<file path="src/rtl/synth_pkg.sv">
`default_nettype none
// ---------------------------------------------------------------
// synth_pkg : shared envelope types and constants for synth voices
// rev 1.0
// ---------------------------------------------------------------
package synth_pkg;

   localparam int ENV_W_DEFAULT = 16;

   typedef enum logic [1:0] {
      IDLE    = 2'd0,
      ATTACK  = 2'd1,
      SUSTAIN = 2'd2,
      RELEASE = 2'd3
   } env_state_t;

   localparam logic [ENV_W_DEFAULT-1:0] ENV_FULL = '1;

endpackage
`default_nettype wire

</file>
<file path="src/rtl/noise_voice_if.sv">
`default_nettype none
// ---------------------------------------------------------------
// noise_voice_if : control inputs and sample output of a noise voice
// rev 1.0
// ---------------------------------------------------------------
interface noise_voice_if #(
   parameter int ACC_W = 24,
   parameter int ENV_W = 16
) ();

   logic             tick;
   logic [7:0]       rnd_in;
   logic [ACC_W-1:0] freq;
   logic             gate;
   logic [ENV_W-1:0] attack_step;
   logic [ENV_W-1:0] release_step;
   logic [7:0]       sample_out;
   logic             out_valid;
   logic             active;

   modport master (
      output tick, rnd_in, freq, gate, attack_step, release_step,
      input  sample_out, out_valid, active
   );

   modport slave (
      input  tick, rnd_in, freq, gate, attack_step, release_step,
      output sample_out, out_valid, active
   );

endinterface
`default_nettype wire

</file>
<file path="src/rtl/env_ar.sv">
`default_nettype none
// ---------------------------------------------------------------
// env_ar : gated attack/release envelope with retrigger
// rev 1.0
// ---------------------------------------------------------------
module env_ar
   import synth_pkg::*;
#(
   parameter int ENV_W = ENV_W_DEFAULT
) (
   input  wire logic             clk,
   input  wire logic             rst,
   input  wire logic             tick_i,
   input  wire logic             gate_i,
   input  wire logic [ENV_W-1:0] attack_step_i,
   input  wire logic [ENV_W-1:0] release_step_i,
   output      logic [7:0]       gain_o,
   output      logic             active_o
);

   localparam logic [ENV_W-1:0] C_FULL = {ENV_W{1'b1}};

   env_state_t       state_q, state_d;
   logic [ENV_W-1:0] env_q, env_d;
   logic             gate_q;
   logic             active_q;
   logic [ENV_W:0]   attack_sum;

   assign attack_sum = {1'b0, env_q} + {1'b0, attack_step_i};

   // Gate edges override the per-tick step; env carries over unchanged.
   always_comb begin
      state_d = state_q;
      env_d   = env_q;
      if (gate_i && !gate_q) begin
         state_d = ATTACK;
      end else if (!gate_i && gate_q && (state_q == ATTACK || state_q == SUSTAIN)) begin
         state_d = RELEASE;
      end else begin
         case (state_q)
            ATTACK: begin
               if (attack_step_i == '0 || attack_sum[ENV_W] ||
                   attack_sum[ENV_W-1:0] == C_FULL) begin
                  env_d   = C_FULL;
                  state_d = SUSTAIN;
               end else begin
                  env_d = attack_sum[ENV_W-1:0];
               end
            end
            SUSTAIN: env_d = C_FULL;
            RELEASE: begin
               if (release_step_i == '0 || env_q <= release_step_i) begin
                  env_d   = '0;
                  state_d = IDLE;
               end else begin
                  env_d = env_q - release_step_i;
               end
            end
            default: env_d = '0;
         endcase
      end
   end

   always_ff @(posedge clk or posedge rst) begin
      if (rst) begin
         state_q  <= IDLE;
         env_q    <= '0;
         gate_q   <= 1'b0;
         active_q <= 1'b0;
      end else if (tick_i) begin
         state_q  <= state_d;
         env_q    <= env_d;
         gate_q   <= gate_i;
         active_q <= (state_d != IDLE);
      end
   end

   assign gain_o   = env_q[ENV_W-1 -: 8];
   assign active_o = active_q;

endmodule
`default_nettype wire

</file>
<file path="src/rtl/noise_voice.sv">
`default_nettype none
// ---------------------------------------------------------------
// noise_voice : pitched sample-and-hold noise with AR envelope
// rev 1.0
// ---------------------------------------------------------------
module noise_voice
   import synth_pkg::*;
#(
   parameter int ACC_W = 24,
   parameter int ENV_W = ENV_W_DEFAULT
) (
   input wire logic     clk,
   input wire logic     rst,
   noise_voice_if.slave bus
);

   logic [ACC_W-1:0] acc_q, acc_d;
   logic [ACC_W:0]   acc_sum;
   logic [7:0]       hold_q, hold_d;
   logic [7:0]       gain;
   logic             active;
   logic [15:0]      prod;
   logic             tick_q;
   logic             out_valid_q;
   logic [7:0]       sample_out_q;

   // Carry out of the accumulator is the resample strobe.
   always_comb begin
      acc_sum = {1'b0, acc_q} + {1'b0, bus.freq};
      acc_d   = acc_sum[ACC_W-1:0];
      hold_d  = acc_sum[ACC_W] ? bus.rnd_in : hold_q;
   end

   always_ff @(posedge clk or posedge rst) begin
      if (rst) begin
         acc_q  <= '0;
         hold_q <= '0;
      end else if (bus.tick) begin
         acc_q  <= acc_d;
         hold_q <= hold_d;
      end
   end

   env_ar #(
      .ENV_W (ENV_W)
   ) u_env (
      .clk            (clk),
      .rst            (rst),
      .tick_i         (bus.tick),
      .gate_i         (bus.gate),
      .attack_step_i  (bus.attack_step),
      .release_step_i (bus.release_step),
      .gain_o         (gain),
      .active_o       (active)
   );

   assign prod = {8'd0, hold_q} * {8'd0, gain};

   // Output stage runs one cycle behind the tick so it sees post-tick state.
   always_ff @(posedge clk or posedge rst) begin
      if (rst) begin
         tick_q       <= 1'b0;
         out_valid_q  <= 1'b0;
         sample_out_q <= '0;
      end else begin
         tick_q      <= bus.tick;
         out_valid_q <= tick_q;
         if (tick_q) begin
            sample_out_q <= prod[15:8];
         end
      end
   end

   assign bus.sample_out = sample_out_q;
   assign bus.out_valid  = out_valid_q;
   assign bus.active     = active;

endmodule
`default_nettype wire
</file>
<file path="src/flat_wrapper.sv">
// flat-port wrapper written by rule: the top's interface ports become plain ports
module noise_voice_flat import synth_pkg::*;
#(
   parameter int ACC_W = 24,
   parameter int ENV_W = ENV_W_DEFAULT
)
  (clk, rst, bus_tick, bus_rnd_in, bus_freq, bus_gate, bus_attack_step, bus_release_step, bus_sample_out, bus_out_valid, bus_active);
  noise_voice_if #(.ACC_W(ACC_W), .ENV_W(ENV_W)) bus_i ();
  input wire logic clk;
  input wire logic rst;
  input wire logic [$bits(bus_i.tick)-1:0] bus_tick;
  input wire logic [$bits(bus_i.rnd_in)-1:0] bus_rnd_in;
  input wire logic [$bits(bus_i.freq)-1:0] bus_freq;
  input wire logic [$bits(bus_i.gate)-1:0] bus_gate;
  input wire logic [$bits(bus_i.attack_step)-1:0] bus_attack_step;
  input wire logic [$bits(bus_i.release_step)-1:0] bus_release_step;
  output wire logic [$bits(bus_i.sample_out)-1:0] bus_sample_out;
  output wire logic [$bits(bus_i.out_valid)-1:0] bus_out_valid;
  output wire logic [$bits(bus_i.active)-1:0] bus_active;
  assign bus_i.tick = bus_tick;
  assign bus_i.rnd_in = bus_rnd_in;
  assign bus_i.freq = bus_freq;
  assign bus_i.gate = bus_gate;
  assign bus_i.attack_step = bus_attack_step;
  assign bus_i.release_step = bus_release_step;
  assign bus_sample_out = bus_i.sample_out;
  assign bus_out_valid = bus_i.out_valid;
  assign bus_active = bus_i.active;
  noise_voice #(.ACC_W(ACC_W), .ENV_W(ENV_W)) u_core (.clk(clk), .rst(rst), .bus(bus_i));
endmodule
</file>
<file path="config.mk">
export PLATFORM = sky130hd
export DESIGN_NAME = noise_voice_flat
export DESIGN_NICKNAME = d
export VERILOG_FILES = /design/src/rtl/synth_pkg.sv /design/src/rtl/noise_voice_if.sv /design/src/rtl/env_ar.sv /design/src/rtl/noise_voice.sv /design/src/flat_wrapper.sv
export SDC_FILE = /design/constraint.sdc
export NUM_CORES = 1
export LEC_CHECK = 0
export ABC_AREA = 1
export ABC_CLOCK_PERIOD_IN_PS = 13240
export CORE_MARGIN = 3
export CORE_UTILIZATION = 55
export DETAILED_ROUTE_END_ITERATION = 10
export PLACE_DENSITY = 0.75
export SLEW_MARGIN = 0
export SYNTH_ARGS = -nofsm -noshare
export SYNTH_HDL_FRONTEND = slang
export SYNTH_SLANG_ARGS = --single-unit
</file>
<file path="constraint.sdc">
create_clock -name clk -period 13.24 [get_ports clk]
set_input_delay 1.986 -clock clk [delete_from_list [all_inputs] [get_ports clk]]
set_output_delay 1.986 -clock clk [all_outputs]
set_load 0.03 [all_outputs]
</file>
# == After elaboration in Yosys (flattened, before gate mapping) ==
# Index checks and enable logic that the tools add are counted.
# totals
regBits,62
in_bits,68
output_inout_bits,10
wordCells,42
# classes
addsub,3
multipliers,1
order_cmp,1
eq_ne,4
mux,8
bitwise_logic,2
reduce_logical,14
# op_table
op,count
$pmux W16 S3,1
$logic_not A16 Y1,2
$mux W16,2
$add A24 B24 Y25,1
$add A16 B16 Y17,1
$eq A16 B16 Y1 const B,1
$le A16 B16 Y1,1
$mul A8 B8 Y16,1
$sub A16 B16 Y16,1
$mux W2,4
$eq A2 B2 Y1 const B,2
$logic_or A1 B1 Y1,4
$pmux W2 S2,1
$logic_and A1 B1 Y1,3
$reduce_and A3 Y1,1
$eq A2 B1 Y1 const B,1
$logic_not A1 Y1,2
$not A1 Y1,2
$reduce_and A2 Y1,1
$reduce_bool A2 Y1,1

# == Depth between registers and ports, before layout ==
# depth
ltp_word,8
ltp_mapped,22
ltp_nobuf,21

# == Modules after synthesis ==
# A second synthesis with hierarchy kept.
# hier_totals
hier_cells,1371
hier_area_um2,8672.1
# by_module_without_submodules
mod,instances,cells_per_inst,area_each_um2
noise_voice,1,866,5552.8
env_ar,1,505,3119.2

# == Least setup slack after synthesis ==
# Ideal clock, no wire load.
# synth_path
kind,register -> register
startpoint,register u_core.u_env.env_q[14]
endpoint,register u_core.sample_out_q[6] (netlist: u_core.bus.sample_out[6])
setup_ns,0.118
arrival_ns,4.082
t_required_ns,13.122
setup_slack_ns,9.040
stages_incl_launch_ff,20
n_path_buf,1
period_less_slack_ns,4.200
path_cell_list,dfrtp_1 -> clkbuf_1 -> nand2_1 -> fa_1 -> fa_1 -> inv_1 -> fa_1 -> inv_1 -> fa_1 -> inv_1 -> ha_1 -> nand2_1 -> o21a_1 -> o31ai_2 -> nand2_1 -> nand2_1 -> a21oi_1 -> or2_0 -> nand3_1 -> nand2_1
# synth_between
elab_chain_len,1
# synth_lines
element,line_no,rtl
"start, declared",env_ar.sv:24,"logic [ENV_W-1:0] env_q, env_d;"
"start signal, assigned",env_ar.sv:72,env_q <= env_d;
$mul A8 B8 Y16,noise_voice.sv:57,"assign prod = {8'd0, hold_q} * {8'd0, gain};"
"end signal, assigned",noise_voice.sv:69,sample_out_q <= prod[15:8];
"end, declared",noise_voice.sv:25,logic [7:0] sample_out_q;
# No other way between the ends.
# A chain may end at the register's enable or synchronous reset.

# == Final worst setup path ==
# layout_path
startpoint,register u_core.u_env.env_q[15]
endpoint,register u_core.sample_out_q[6] (netlist: u_core.bus.sample_out[6])
# The elaborated chain is that of the path after synthesis.

==> summary.md <==
| Metric | Value |
|---|---|
| Fin. Hold Viols | `0` |
| Final cell count without fillers | `1431` |
| CP top delay family | `adder cells` |
| Die X | `126 microns` |
| Sequential share of the synthesized area | `19.5%` |
| Post-synthesis cell area | `between 0.007 and 0.008 sq mm` |
| Final setup margin | `8.72 ns` |
| Commonest cells after routing, fill and taps aside | `374 x nand2_1, 222 x inv_1, 93 x ha_1` |
| Place WS | `8.51 ns` |
| Vias in the first global route | `7304` |
| Starting DRT DRC Count | `409` |
| CP required | `13.47 ns` |
| Tot GR Track Use | `24.8%` |
| Number of fill cells | `1295` |
| Min Clock Period, post-route | `4.52 ns` |
| ANT nets after route | `0` |
| Core Region | `0.0140 sq mm` |
| Total grt overflow | `0` |
| WP buf/inv | `3` |
| Worst EP arrival | `approximately 4.8 ns` |
| Die height | `126 microns` |
| Mean Syn Cell Area | `6.69 sq um` |
| Hold_ws | `0.483 ns` |
| P per Cell Area | `211 mW/mm^2` |
| Top Ports | `slightly below 80` |
| Total chip power | `0.00192 W` |
| Combinational fraction of design power | `65.8%` |
| Layout Nets | `about 1400` |
| CTS Buf Count | `9` |
| CTS tree | `built` |
| Fmax | `approximately 0.22 GHz` |
| Power Internal | `0.000940 W` |
| Outcome | `finished clean` |
| CTS Sinks | `62` |
| Synthesized flop and latch total | `slightly above 60` |
| Critical-path top delay cell | `dfrtp_1` |
| Commonest non-fill, non-tap cell in the layout | `nand2_1` |
| Period Utilization, post-route | `about 34%` |
| Longest Clk Path Bufs | `2` |
| Slew Limit Fails | `0` |
| Synth Instances | `1186` |
| Initial antenna violation count | `0` |
| Relative slew margins | `36.6%` |
| Total wire length | `19100 microns` |
| Residual DRC | `0` |
| Crit path kind | `reg -> reg` |
| RSZ-0062 raised after global routing | `false` |
| CP startpoint kind | `flop` |
| Vias | `about 7500` |
| Largest net degree at the start of global routing | `63` |
| CP peak stage delay | `0.60 ns` |
| Sw power | `0.000984 W` |
| Netlist cell types | `47` |
| First-pass GRT wire length | `33000 microns` |
| Post-DR vias/cell | `5.22` |
| Worst IR Drop VDD | `0.106 mV` |
| Yosys warns | `0` |
| Initial Util | `56.7%` |
| HP Start | `u_core.acc_q[0]$_DFFE_PP0P_` |
| CP max FO | `11` |
| Synth Flop Type | `dfrtp_1` |
| IO buf count | `77` |
| Crit-path cells | `nand2_1 > fa_1 > fa_1 > inv_1 > fa_1 > inv_1 > fa_1 > inv_1 > ha_1 > nand2_1 > o31ai_2 > nand2_1 > nand2_1 > a21oi_1 > or2_0 > nand3_1 > nand2_1` |
| Routability cong. | `0.927` |
| Max-cap check violation count | `0` |
| Static Leak | `roughly 5.3 nW` |
| Post-synth EDFFs | `0` |
| Placed insts | `approximately 1400` |
| PostCTS Resize Cnt | `0` |
| Skew-Pair Late Insertion Delay | `around 0.33 ns` |
| Mapped Nets | `1385` |
| Syn-to-layout area delta | `14.9%` |
| Setup Skew | `0.00564 ns` |
| Router iterations before antenna repair | `5` |
| N_diodes | `0` |
| HP Class | `reg -> reg` |
| Crit Reg-Reg Startpoint | `u_core.u_env.env_q[15]$_DFFE_PP0P_` |
| Routed wire per std cell | `13.4 microns` |
| Hold Buf Count CTS | `0` |
| Detailed placement HPWL | `15100 microns` |
| DIE AREA | `approximately 0.016 sq mm` |
| Switching Fraction | `51.1%` |
| Clock Pin Slew Worst Setup and Hold Paths | `0.06 ns` |
| Setup Buffers After CTS | `0` |
| Proportion of layout cells with a drive suffix above 1 | `a little under 4%` |
| Fin Setup TNS | `0 ns` |
| Final setup viols | `0` |
| H-Tree Depth | `3` |
| Reg power frac | `20.8%` |
| Fraction of power consumed by the clock network | `13.3%` |
| Critical Path Start | `u_core.u_env.env_q[15]$_DFFE_PP0P_` |
| Std cell rows | `between 40 and 50` |
| Clock Tree Root | `clkbuf_16` |
| Post-synth ARST share | `100%` |
| Slew at the pin with the worst max-slew slack | `0.948 ns` |
| Most frequent cell on the critical path | `nand2_1` |
| Worst Setup End Kind | `flop` |
-- area by class of cell --
type                       instances  area [sq um]  share of cell area [%]
multi-input combinational        869          5390                    59.1
inverter                         224           841                    9.22
clock buffer                      12           246                    2.70
timing repair buffer              80           793                    8.70
sequential                        62          1550                    17.0
tap                              180           225                    2.47
clock inverter                     4          70.1                   0.768
-- power groups by stage --
stage | combinational [W] | sequential (W) | clock, W
after floorplan | 0.00103 | 0.000335 | 0
after global placement | 0.00123 | 0.000397 | 0
after detailed placement | 0.00126 | 0.000400 | 0
after CTS | 0.00127 | 0.000399 | 0.000260
after global routing | 0.00147 | 0.000416 | 0.000268
final | 0.00127 | 0.000401 | 0.000256
-- layer usage --
layer  wire, microns  GRT usage [%]
met5               0              0
met4             210           5.93
met3            1180           3.94
met2            9030           42.4
met1            8730           33.1
-- sequential cells by signal, summed over array words and instances, names as in the netlist --
register / flops
u_core.tick_q: 1
u_core.u_env.env_q: 16
u_core.bus.sample_out: 8
u_core.u_env.active_o: 1
u_core.bus.out_valid: 1
u_core.u_env.gate_q: 1
u_core.u_env.state_q: 2
u_core.acc_q: 24
u_core.hold_q: 8
-- worst reg2reg max path, cell delays in order, from the launching register on --
cell	delay [ns]
dfrtp_1	0.60
nand2_1	0.15
fa_1	0.53
fa_1	0.54
inv_1	0.06
fa_1	0.53
inv_1	0.05
fa_1	0.52
inv_1	0.04
ha_1	0.32
nand2_1	0.09
o31ai_2	0.28
nand2_1	0.13
nand2_1	0.11
a21oi_1	0.10
or2_0	0.22
nand3_1	0.07
nand2_1	0.05
-- path summary, 6_finish.rpt --
| kind | endpoint | slack [ns] | cells after the start |
|---|---|---|---|
| setup / recovery | u_core.bus.sample_out[6]$_DFFE_PP0P_ | 8.72 | 17 |
| hold / removal | u_core.acc_q[0]$_DFFE_PP0P_ | 0.48 | 2 |
| setup reg to reg | u_core.bus.sample_out[6]$_DFFE_PP0P_ | 8.72 | 17 |
| hold reg to reg | u_core.acc_q[0]$_DFFE_PP0P_ | 0.48 | 2 |
| max in group asynchronous | u_core.u_env.env_q[2]$_DFFE_PP0P_ | 10.49 | 3 |
| min in group asynchronous | u_core.bus.sample_out[1]$_DFFE_PP0P_ | 2.21 | 3 |
-- kinds of logic after synthesis --
family | synth area share (%)
flops | 19.5
fa+ha+maj | 24.2
compound gates | 11.1
simple gates | 29.3
buf+inv | 12.5
xor+xnor | 3.31
-- metrics by stage --
stage | instance area (sq um) | utilization, %
3_3_place_gp | 8800 | 62.9
2_1_floorplan | 7940 | -
3_5_place_dp | 8800 | 62.9
6_report | 9120 | 65.2
5_1_grt | 9120 | 65.2
4_1_cts | 9120 | 65.2
-- Yosys cell counts, types with 2 or more instances --
master,instances,share of area [%]
nand2_1,374,18
nor4_1,7,0.55
or2_0,3,0.24
fa_1,38,9.6
a31oi_1,11,0.87
a21oi_2,2,0.22
xor2_1,15,1.7
xnor2_1,15,1.7
a21o_1,6,0.57
buf_4,2,0.19
or2_2,5,0.39
o211ai_1,3,0.28
buf_2,7,0.44
o21ai_1,13,0.82
nand4_1,12,0.95
nor2_1,58,2.7
nand2_2,8,0.63
and2_1,3,0.24
ha_1,93,15
nand3b_1,3,0.28
dfrtp_1,62,20
o21bai_1,6,0.57
nand3_1,62,3.9
inv_1,223,11
o21ai_0,40,2.5
nor2_2,4,0.32
clkbuf_1,19,0.90
nand3_2,5,0.63
nand2_4,2,0.28
a21oi_1,68,4.3
Power figures use the tool's default switching activity.
